--- src/rtl/prog_loader_monitor_if.sv ---
// Signal bundle between prog_loader_monitor and its surroundings: program load stream,
// RAM byte port, CPU hooks, dump stream and session status.
interface prog_loader_monitor_if #(
  parameter int WORD_W = 32,
  parameter int ADDR_W = 9
);
  logic              start;
  logic              load_valid;
  logic [WORD_W-1:0] load_data;
  logic              load_last;
  logic              load_ready;
  logic              mem_sel;
  logic [ADDR_W-1:0] mem_addr;
  logic [7:0]        mem_wdata;
  logic              mem_we;
  logic [7:0]        mem_rdata;
  logic              cpu_reset;
  logic [WORD_W-1:0] ir_value;
  logic              ir_valid;
  logic              dump_valid;
  logic [ADDR_W-1:0] dump_addr;
  logic [7:0]        dump_data;
  logic              busy;
  logic              done;
  logic              halted;
  logic              timeout;
  logic              overflow;
  logic [31:0]       cycle_count;

  modport master (
    input  start, load_valid, load_data, load_last, mem_rdata, ir_value, ir_valid,
    output load_ready, mem_sel, mem_addr, mem_wdata, mem_we, cpu_reset,
           dump_valid, dump_addr, dump_data, busy, done, halted, timeout, overflow, cycle_count
  );

  modport slave (
    output start, load_valid, load_data, load_last, mem_rdata, ir_value, ir_valid,
    input  load_ready, mem_sel, mem_addr, mem_wdata, mem_we, cpu_reset,
           dump_valid, dump_addr, dump_data, busy, done, halted, timeout, overflow, cycle_count
  );
endinterface

--- src/rtl/prog_loader_monitor.sv ---
// Program loader / halt monitor: writes program words big-endian into RAM, runs the CPU
// until a halt word or timeout, then streams a fixed RAM window out as a dump.
module prog_loader_monitor #(
  parameter int                WORD_W      = 32,
  parameter int                ADDR_W      = 9,
  parameter int                NUM_WORDS   = 128,
  parameter logic [WORD_W-1:0] HALT_WORD   = WORD_W'(32'h1080_0000),
  parameter int                TIMEOUT     = 10000,
  parameter int                CPU_RST_CYC = 2,
  parameter int                DUMP_BYTES  = 52
) (
  input logic                   Clk,
  input logic                   RESET_n,
  prog_loader_monitor_if.master bus
);
  localparam int BYTES = WORD_W / 8;
  localparam int PTR_W = $clog2(NUM_WORDS + 1);
  localparam int BC_W  = (BYTES > 1) ? $clog2(BYTES) : 1;
  localparam int RC_W  = (CPU_RST_CYC > 1) ? $clog2(CPU_RST_CYC) : 1;
  localparam int DC_W  = $clog2(DUMP_BYTES + 1);

  typedef enum logic [2:0] {
    S_IDLE, S_LOAD, S_WRITE, S_CPU_RST, S_RUN, S_DUMP, S_DONE
  } state_t;

  state_t            state_q;
  logic [PTR_W-1:0]  ptr_q;
  logic [BC_W-1:0]   byte_cnt_q;
  logic [RC_W-1:0]   rst_cnt_q;
  logic [DC_W-1:0]   dump_cnt_q;
  logic [WORD_W-1:0] word_q;
  logic              last_q;
  logic              load_ready_q;
  logic              mem_sel_q;
  logic [ADDR_W-1:0] mem_addr_q;
  logic [7:0]        mem_wdata_q;
  logic              mem_we_q;
  logic              cpu_reset_q;
  logic              dump_valid_q;
  logic [ADDR_W-1:0] dump_addr_q;
  logic              busy_q;
  logic              done_q;
  logic              halted_q;
  logic              timeout_q;
  logic              overflow_q;
  logic [31:0]       cycle_count_q;
  logic [31:0]       cycle_count_d;

  assign cycle_count_d = cycle_count_q + 32'd1;

  // Session sequencer; every output is a register updated together with the state.
  always_ff @(posedge Clk or negedge RESET_n) begin
    if (!RESET_n) begin
      state_q       <= S_IDLE;
      ptr_q         <= '0;
      byte_cnt_q    <= '0;
      rst_cnt_q     <= '0;
      dump_cnt_q    <= '0;
      word_q        <= '0;
      last_q        <= 1'b0;
      load_ready_q  <= 1'b0;
      mem_sel_q     <= 1'b0;
      mem_addr_q    <= '0;
      mem_wdata_q   <= 8'h00;
      mem_we_q      <= 1'b0;
      cpu_reset_q   <= 1'b1;
      dump_valid_q  <= 1'b0;
      dump_addr_q   <= '0;
      busy_q        <= 1'b0;
      done_q        <= 1'b0;
      halted_q      <= 1'b0;
      timeout_q     <= 1'b0;
      overflow_q    <= 1'b0;
      cycle_count_q <= 32'd0;
    end else begin
      case (state_q)
        S_IDLE, S_DONE: begin
          if (bus.start) begin
            state_q       <= S_LOAD;
            load_ready_q  <= 1'b1;
            busy_q        <= 1'b1;
            done_q        <= 1'b0;
            halted_q      <= 1'b0;
            timeout_q     <= 1'b0;
            overflow_q    <= 1'b0;
            cycle_count_q <= 32'd0;
            ptr_q         <= '0;
          end
        end
        S_LOAD: begin
          if (bus.load_valid) begin
            last_q <= bus.load_last;
            if (ptr_q == PTR_W'(NUM_WORDS)) begin
              // Capacity exhausted: drop the word but still honour load_last.
              overflow_q <= 1'b1;
              if (bus.load_last) begin
                state_q      <= S_CPU_RST;
                load_ready_q <= 1'b0;
                rst_cnt_q    <= '0;
              end
            end else begin
              state_q      <= S_WRITE;
              load_ready_q <= 1'b0;
              mem_we_q     <= 1'b1;
              mem_addr_q   <= ADDR_W'(int'(ptr_q) * BYTES);
              mem_wdata_q  <= bus.load_data[WORD_W-1 -: 8];
              word_q       <= bus.load_data << 8;
              byte_cnt_q   <= '0;
            end
          end
        end
        S_WRITE: begin
          if (byte_cnt_q == BC_W'(BYTES - 1)) begin
            mem_we_q    <= 1'b0;
            mem_wdata_q <= 8'h00;
            ptr_q       <= ptr_q + PTR_W'(1);
            if (last_q) begin
              state_q   <= S_CPU_RST;
              rst_cnt_q <= '0;
            end else begin
              state_q      <= S_LOAD;
              load_ready_q <= 1'b1;
            end
          end else begin
            byte_cnt_q  <= byte_cnt_q + BC_W'(1);
            mem_addr_q  <= mem_addr_q + ADDR_W'(1);
            mem_wdata_q <= word_q[WORD_W-1 -: 8];
            word_q      <= word_q << 8;
          end
        end
        S_CPU_RST: begin
          if (rst_cnt_q == RC_W'(CPU_RST_CYC - 1)) begin
            state_q     <= S_RUN;
            cpu_reset_q <= 1'b0;
            mem_sel_q   <= 1'b1;
          end else begin
            rst_cnt_q <= rst_cnt_q + RC_W'(1);
          end
        end
        S_RUN: begin
          cycle_count_q <= cycle_count_d;
          // Halt is tested first so it wins over a coincident timeout.
          if ((bus.ir_valid && (bus.ir_value == HALT_WORD)) || (cycle_count_d == 32'(TIMEOUT))) begin
            if (bus.ir_valid && (bus.ir_value == HALT_WORD)) begin
              halted_q <= 1'b1;
            end else begin
              timeout_q <= 1'b1;
            end
            state_q     <= S_DUMP;
            cpu_reset_q <= 1'b1;
            mem_sel_q   <= 1'b0;
            mem_addr_q  <= '0;
            dump_cnt_q  <= '0;
          end
        end
        S_DUMP: begin
          if (dump_cnt_q == DC_W'(DUMP_BYTES)) begin
            state_q      <= S_DONE;
            dump_valid_q <= 1'b0;
            done_q       <= 1'b1;
            busy_q       <= 1'b0;
          end else begin
            dump_valid_q <= 1'b1;
            dump_addr_q  <= mem_addr_q;
            dump_cnt_q   <= dump_cnt_q + DC_W'(1);
            if (dump_cnt_q != DC_W'(DUMP_BYTES - 1)) begin
              mem_addr_q <= mem_addr_q + ADDR_W'(1);
            end
          end
        end
        default: begin
          state_q <= S_IDLE;
        end
      endcase
    end
  end

  assign bus.load_ready  = load_ready_q;
  assign bus.mem_sel     = mem_sel_q;
  assign bus.mem_addr    = mem_addr_q;
  assign bus.mem_wdata   = mem_wdata_q;
  assign bus.mem_we      = mem_we_q;
  assign bus.cpu_reset   = cpu_reset_q;
  assign bus.dump_valid  = dump_valid_q;
  assign bus.dump_addr   = dump_addr_q;
  // RAM read data arrives one cycle after the address, i.e. alongside dump_valid.
  assign bus.dump_data   = dump_valid_q ? bus.mem_rdata : 8'h00;
  assign bus.busy        = busy_q;
  assign bus.done        = done_q;
  assign bus.halted      = halted_q;
  assign bus.timeout     = timeout_q;
  assign bus.overflow    = overflow_q;
  assign bus.cycle_count = cycle_count_q;
endmodule

--- src/flat_wrapper.sv ---
// flat-port wrapper written by rule: the top's interface ports become plain ports
module prog_loader_monitor_flat 
#(
  parameter int                WORD_W      = 32,
  parameter int                ADDR_W      = 9,
  parameter int                NUM_WORDS   = 128,
  parameter logic [WORD_W-1:0] HALT_WORD   = WORD_W'(32'h1080_0000),
  parameter int                TIMEOUT     = 10000,
  parameter int                CPU_RST_CYC = 2,
  parameter int                DUMP_BYTES  = 52
)
  (Clk, RESET_n, bus_start, bus_load_valid, bus_load_data, bus_load_last, bus_mem_rdata, bus_ir_value, bus_ir_valid, bus_load_ready, bus_mem_sel, bus_mem_addr, bus_mem_wdata, bus_mem_we, bus_cpu_reset, bus_dump_valid, bus_dump_addr, bus_dump_data, bus_busy, bus_done, bus_halted, bus_timeout, bus_overflow, bus_cycle_count);
  prog_loader_monitor_if #(.WORD_W(WORD_W), .ADDR_W(ADDR_W)) bus_i ();
  input logic Clk;
  input logic RESET_n;
  input wire logic [$bits(bus_i.start)-1:0] bus_start;
  input wire logic [$bits(bus_i.load_valid)-1:0] bus_load_valid;
  input wire logic [$bits(bus_i.load_data)-1:0] bus_load_data;
  input wire logic [$bits(bus_i.load_last)-1:0] bus_load_last;
  input wire logic [$bits(bus_i.mem_rdata)-1:0] bus_mem_rdata;
  input wire logic [$bits(bus_i.ir_value)-1:0] bus_ir_value;
  input wire logic [$bits(bus_i.ir_valid)-1:0] bus_ir_valid;
  output wire logic [$bits(bus_i.load_ready)-1:0] bus_load_ready;
  output wire logic [$bits(bus_i.mem_sel)-1:0] bus_mem_sel;
  output wire logic [$bits(bus_i.mem_addr)-1:0] bus_mem_addr;
  output wire logic [$bits(bus_i.mem_wdata)-1:0] bus_mem_wdata;
  output wire logic [$bits(bus_i.mem_we)-1:0] bus_mem_we;
  output wire logic [$bits(bus_i.cpu_reset)-1:0] bus_cpu_reset;
  output wire logic [$bits(bus_i.dump_valid)-1:0] bus_dump_valid;
  output wire logic [$bits(bus_i.dump_addr)-1:0] bus_dump_addr;
  output wire logic [$bits(bus_i.dump_data)-1:0] bus_dump_data;
  output wire logic [$bits(bus_i.busy)-1:0] bus_busy;
  output wire logic [$bits(bus_i.done)-1:0] bus_done;
  output wire logic [$bits(bus_i.halted)-1:0] bus_halted;
  output wire logic [$bits(bus_i.timeout)-1:0] bus_timeout;
  output wire logic [$bits(bus_i.overflow)-1:0] bus_overflow;
  output wire logic [$bits(bus_i.cycle_count)-1:0] bus_cycle_count;
  assign bus_i.start = bus_start;
  assign bus_i.load_valid = bus_load_valid;
  assign bus_i.load_data = bus_load_data;
  assign bus_i.load_last = bus_load_last;
  assign bus_i.mem_rdata = bus_mem_rdata;
  assign bus_i.ir_value = bus_ir_value;
  assign bus_i.ir_valid = bus_ir_valid;
  assign bus_load_ready = bus_i.load_ready;
  assign bus_mem_sel = bus_i.mem_sel;
  assign bus_mem_addr = bus_i.mem_addr;
  assign bus_mem_wdata = bus_i.mem_wdata;
  assign bus_mem_we = bus_i.mem_we;
  assign bus_cpu_reset = bus_i.cpu_reset;
  assign bus_dump_valid = bus_i.dump_valid;
  assign bus_dump_addr = bus_i.dump_addr;
  assign bus_dump_data = bus_i.dump_data;
  assign bus_busy = bus_i.busy;
  assign bus_done = bus_i.done;
  assign bus_halted = bus_i.halted;
  assign bus_timeout = bus_i.timeout;
  assign bus_overflow = bus_i.overflow;
  assign bus_cycle_count = bus_i.cycle_count;
  prog_loader_monitor #(.WORD_W(WORD_W), .ADDR_W(ADDR_W), .NUM_WORDS(NUM_WORDS), .HALT_WORD(HALT_WORD), .TIMEOUT(TIMEOUT), .CPU_RST_CYC(CPU_RST_CYC), .DUMP_BYTES(DUMP_BYTES)) u_core (.Clk(Clk), .RESET_n(RESET_n), .bus(bus_i));
endmodule
--- config.mk ---
export PLATFORM = sky130hd
export DESIGN_NAME = prog_loader_monitor_flat
export DESIGN_NICKNAME = d
export VERILOG_FILES = /design/src/rtl/prog_loader_monitor_if.sv /design/src/rtl/prog_loader_monitor.sv /design/src/flat_wrapper.sv
export SDC_FILE = /design/constraint.sdc
export NUM_CORES = 1
export LEC_CHECK = 0
export CORE_MARGIN = 8
export CORE_UTILIZATION = 45
export CTS_BUF_LIST = sky130_fd_sc_hd__clkbuf_16
export DETAILED_ROUTE_END_ITERATION = 12
export PLACE_DENSITY = 0.84
export REMOVE_ABC_BUFFERS = 1
export SETUP_SLACK_MARGIN = 0.02
export SLEW_MARGIN = 10
export SYNTH_ARGS = -nofsm -noshare
export SYNTH_HDL_FRONTEND = slang
export SYNTH_SLANG_ARGS = --single-unit
--- constraint.sdc ---
create_clock -name Clk -period 2.7 [get_ports Clk]
set_input_delay 0.81 -clock Clk [delete_from_list [all_inputs] [get_ports Clk]]
set_output_delay 0.81 -clock Clk [all_outputs]
set_load 0.05 [all_outputs]
**Word-level counts from Yosys, hierarchy flattened**

Index checks and enable logic that the tools add are counted.

- $add $sub $neg: 6
- Multipliers: 0
- Divide/modulo/power cells: 0
- Order comparisons: 0
- Eq/ne operators: 29
- Shifts and indexed selects: 0
- Multiplexer cells: 76
- Bitwise logic cells: 1
- Reduce and logical (&&, ||, !) cells: 31

Operators with widths:

| kind | count |
|---|---|
| $mux W32 | 4 |
| $pmux W32 S2 | 2 |
| $mux W9 | 6 |
| $mux W8 | 6 |
| $pmux W9 S4 | 1 |
| $add A32 B1 Y32 const B | 1 |
| $eq A32 B14 Y1 const B | 1 |
| $eq A32 B29 Y1 const B | 1 |
| $pmux W8 S2 | 2 |
| $mux W1 | 28 |
| $mux W3 | 8 |
| $reduce_and A4 Y1 | 5 |
| $pmux W3 S6 | 1 |
| $ne A2 B1 Y1 const B | 8 |
| $ne A2 B2 Y1 const B | 8 |
| $pmux W1 S2 | 8 |
| $reduce_and A3 Y1 | 5 |
| $reduce_and A7 Y1 | 2 |
| $reduce_bool A2 Y1 | 7 |
| $mux W6 | 2 |
| $pmux W6 S2 | 1 |
| $reduce_and A6 Y1 | 2 |
| $add A9 B1 Y9 const B | 1 |
| $eq A3 B3 Y1 const B | 3 |
| other kinds (22) | 30 |

- Bits in registers: 121
- Bits in latches: 0
- Memory bits (writable): 0
- Bits in read-only memories: 0
- Input port bits: 78
- Output and inout bits: 76
- Logic and storage cells: 164
- Memories kept: 0

**Longest topological paths before layout**

- Depth after elaboration: 5
- Gate-level depth with buffers: 11
- Gate-level depth less buffers: 10

**Least setup slack after synthesis**

OpenSTA, ideal clock, no wires.

- Kind: reg2reg
- From: reg u_core.cycle_count_q[0], in the netlist u_core.bus.cycle_count[0]
- To: reg u_core.mem_addr_q[8], in the netlist u_core.bus.mem_addr[8]
- Setup time: 0.124 ns
- Data arrival time: 3.090 ns
- Required time: 2.576 ns
- Slack: -0.514 ns
- Stages on the path, launching flop included: 10
- Buffers on the path: 0
- Clock period less this slack: 3.214 ns
- Cells stage by stage: dfrtp_1 ha_1 nand3_2 nor4_4 nor4b_2 a31oi_1 a41o_1 nor4_4 o21ai_2 a211o_1

- Longest elaborated chain between the ends: 5

RTL lines:

| element | RTL line | text |
|---|---|---|
| start: declaration | prog_loader_monitor.sv:46 | `logic [31:0] cycle_count_q;` |
| start signal: assignment | prog_loader_monitor.sv:141 | `cycle_count_q <= cycle_count_d;` |
| $add A32 B1 Y32 | prog_loader_monitor.sv:49 | `assign cycle_count_d = cycle_count_q + 32'd1;` |
| $eq A32 B14 Y1 | prog_loader_monitor.sv:143 | `if ((bus.ir_valid && (bus.ir_value == HALT_WORD)) \|\| (cycle_count_d == 32'(TIMEOUT))) begin` |
| $logic_or A1 B1 Y1 | prog_loader_monitor.sv:143 |  |
| $ne A2 B1 Y1 (no source line) | -- |  |
| $reduce_and A7 Y1 (no source line) | -- |  |
| end signal: assignment | prog_loader_monitor.sv:105 | `mem_addr_q <= ADDR_W'(int'(ptr_q) * BYTES);` |
| end signal: assignment | prog_loader_monitor.sv:126 | `mem_addr_q <= mem_addr_q + ADDR_W'(1);` |
| end signal: assignment | prog_loader_monitor.sv:167 | `mem_addr_q <= mem_addr_q + ADDR_W'(1);` |
| end: declaration | prog_loader_monitor.sv:35 | `logic [ADDR_W-1:0] mem_addr_q;` |

Every way passes these cells.
A chain may end at the register's enable or synchronous reset.

**Final worst setup path**

- From: reg u_core.cycle_count_q[1], in the netlist u_core.bus.cycle_count[1]
- To: reg u_core.mem_addr_q[0], in the netlist u_core.bus.mem_addr[0]

The elaborated chain is that of the path after synthesis.

==> results.cfg <==
[timing]
tightest_slew_ps = 650.4
fin_ws_ps = -6.954
tns_ps = -6.954
clock_skew_ps = 8.227
rsz0062_at_grt = yes
max_slew_margin_pct = 56.48
setup_viol = 1
fin_crit_sh_pct = 100.3
timing.fmax_ghz = 0.3694
hold_violations = 0
drv_slew = 0
fin_crit_ps = 2707

[die]
die_w_um = 134.0
coreArea_um2 = 13720
dieArea_um2 = 17950
fp.dieH_um = 134.0
initial_core_util_pct = 45.65
ios = 154
num_rows = 43

[logic_synthesis]
async_reset_ff_share_pct = 100.0
syn_area_um2 = 6264
synth.distinct_cells = 61
syn_avg_cell_area_um2 = 8.809
synth_most_common_cell = dfrtp_1
yosysTopAreaCellShare_pct = 44.75
yosys_warnings = 0
synth_edf_count = 0
ys_ff_latch = 113
synthTopCellsByArea = dfrtp_1, o21ai_0, nand2_1
synth_seq_area_share_pct = 45.17
yosysTopAreaCell = dfrtp_1
netlist_instances = 711
synth_common_cells = dfrtp_1, nand2_1, nor2_1
ys.flop_type = dfrtp_1

[place]
port_buffers = 153
post_dp_cell_area_um2 = 8605
gp_congestion = 0.9451
dp_worst_setup_slack_ps = -123.2
hpwl_mm = 13.69
dp_cells = 1083

[cells_and_area]
stdcell_count = 1120
area.growth.synth_to_final_pct = 49.18
antenna_cells = 0
final_layout_size_suffix_gt1_share_pct = 17.87
fin_util_pct = 68.11
n_fill_cell = 1013
stdcell_area_um2 = 9344
nNetsFinal = 1014

[global_routing]
antenna_found_initial = 0
grt_pass1_vias = 6267
grtUsageTotal_pct = 21.44
grt_pass1_wl_mm = 31.41
grt_overflow = 0
grt_max_degree = 45

[critical_path]
cp-end-kind = flop
cp.arrival_ps = 3010
r2r_end = u_core.bus.mem_addr[0]
reg2reg_depth = 11
critPathKind = reg -> reg
r2r-start = u_core.bus.cycle_count[1]
path_max_fanout = 8
start_kind = flop
crit_required_ps = 3000
ff2ff_setup_slack_ps = -7

[clock_network]
clkSlewWorstSetupHoldPaths_ps = 50
postCtsHoldBufs = 0
cts_tree = done
root_buffer = clkbuf_16
htreeDepth = 4
clk_path_buf_depth = 2
clkLatencyLatePin_ps = 420
cts_buffers = 17
clock_sinks = 113

[min_path]
hold_class = in -> async

[drt]
antenna_left = 0
wl_per_cell_um = 17.50
vias = 6458
vias_per_cell = 5.766
remaining_drc_errors = 0
routed_wl_mm = 19.60
drtPass1Iterations = 5
drtIter0Drc = 550

[run_status]
violations = setup timing
status = finished with violations

[power_and_ir_drop]
irDropWorstVdd_mv = 0.4512
cellLeakagePower_uw = 0.003907
powerDensity_nw_per_um2 = 547.6

[flow_run]
maxCapViolCount = 0
-- worst max path at each step --
stage                                from                      to  slack [ps]  cells past startpoint
6_report        u_core.bus.cycle_count[1]  u_core.bus.mem_addr[0]          -7                     11
5_1_grt        u_core.bus.cycle_count[10]  u_core.bus.mem_addr[8]         -80                     11
4_1_cts         u_core.bus.cycle_count[0]  u_core.bus.mem_addr[0]          10                     11
3_5_place_dp              bus_ir_value[9]  u_core.bus.mem_addr[8]        -120                      8
3_3_place_gp    u_core.bus.cycle_count[0]  u_core.bus.mem_addr[8]         -30                      9
2_1_floorplan   u_core.bus.cycle_count[4]  u_core.bus.mem_addr[8]        -740                      8
-- cell type report --
cell class | instances | area [um2] | share of cell area [%]
clock inverter | 14 | 147.6 | 1.580
clock buffer | 17 | 425.4 | 4.553
multi-input combinational | 540 | 3318 | 35.51
inverter | 12 | 45.04 | 0.4821
tap | 180 | 225.2 | 2.410
sequential | 113 | 2830 | 30.29
timing repair buffer | 244 | 2352 | 25.17
-- timing repair --
item                                    4_1_cts  5_1_grt
pin swaps                                     5       17
endpoints found under the setup margin       12       19
resized for setup                             5       22
setup buffers                                 4        3
-- through the flow --
stage                     hold slack (ps)  power [uW]
after floorplan                     439.4        2419
after global placement              452.4        2904
after detailed placement            454.2        2930
after CTS                           422.1        5130
after global routing                455.6        5285
final                               399.8        5117
-- sequential cells by signal (all words and copies together) (netlist names) --
signal / cells
u_core.rst_cnt_q: 1
u_core.bus.cpu_reset: 1
u_core.bus.load_ready: 1
u_core.word_q: 24
u_core.last_q: 1
u_core.bus.mem_wdata: 8
u_core.bus.timeout: 1
u_core.bus.cycle_count: 32
u_core.bus.halted: 1
u_core.bus.mem_sel: 1
u_core.state_q: 3
u_core.bus.overflow: 1
u_core.ptr_q: 8
u_core.bus.mem_we: 1
u_core.dump_cnt_q: 6
u_core.bus.dump_addr: 9
u_core.bus.done: 1
u_core.bus.busy: 1
u_core.byte_cnt_q: 2
u_core.bus.mem_addr: 9
u_core.bus.dump_valid: 1
-- report_power, final --
group | total [uW] | internal [uW] | leakage, uW | switching, uW
Sequential | 1910 | 1800 | 0.00135 | 111
Combinational | 988 | 436 | 0.00228 | 552
Clock | 2210 | 1420 | 0.000274 | 795
Total | 5120 | 3660 | 0.00391 | 1460
-- cells by family (layout without fill, tap and decap cells) --
family / count (synthesis) / in the layout / synth area share (%)
compound gates: 192 / 192 / 18.90
xor+xnor: 20 / 20 / 2.797
fa+ha+maj: 8 / 8 / 1.598
buf+inv: 58 / 287 / 3.695
flops: 113 / 113 / 45.17
mux: 27 / 27 / 4.495
simple gates: 293 / 293 / 23.35
-- placed cells by master (no fill, tap or decap), drive strengths merged, types with 9 or more instances in the layout --
cell,n
clkdlybuf4s50,143
dfrtp,112
buf,100
nand2,91
o21ai,73
nor2,73
a21oi,41
nand3,29
a31oi,26
nand4,25
nor3,21
mux2i,18
clkbuf,17
inv,12
xor2,12
and2,12
nor4,10
mux2,9
o31ai,9
-- metal layers --
metal	global-route usage (%)	up-vias	wire (um)
li1	-	3016	-
met1	27.28	3050	8170
met2	34.10	340	9358
met3	4.749	52	1542
met4	9.981	0	531
met5	0	-	0
-- worst max-delay path: stages (launching register included) --
cell and delay (ps):
dfrtp_1 420, ha_1 210, nand3_2 120, buf_4 190
nor2_1 150, nand3_1 140, mux2_2 300, o211ai_2 220
nor4_4 70, buf_6 140, o21ai_4 260, mux2_2 370
Power figures use the tool's default switching activity.
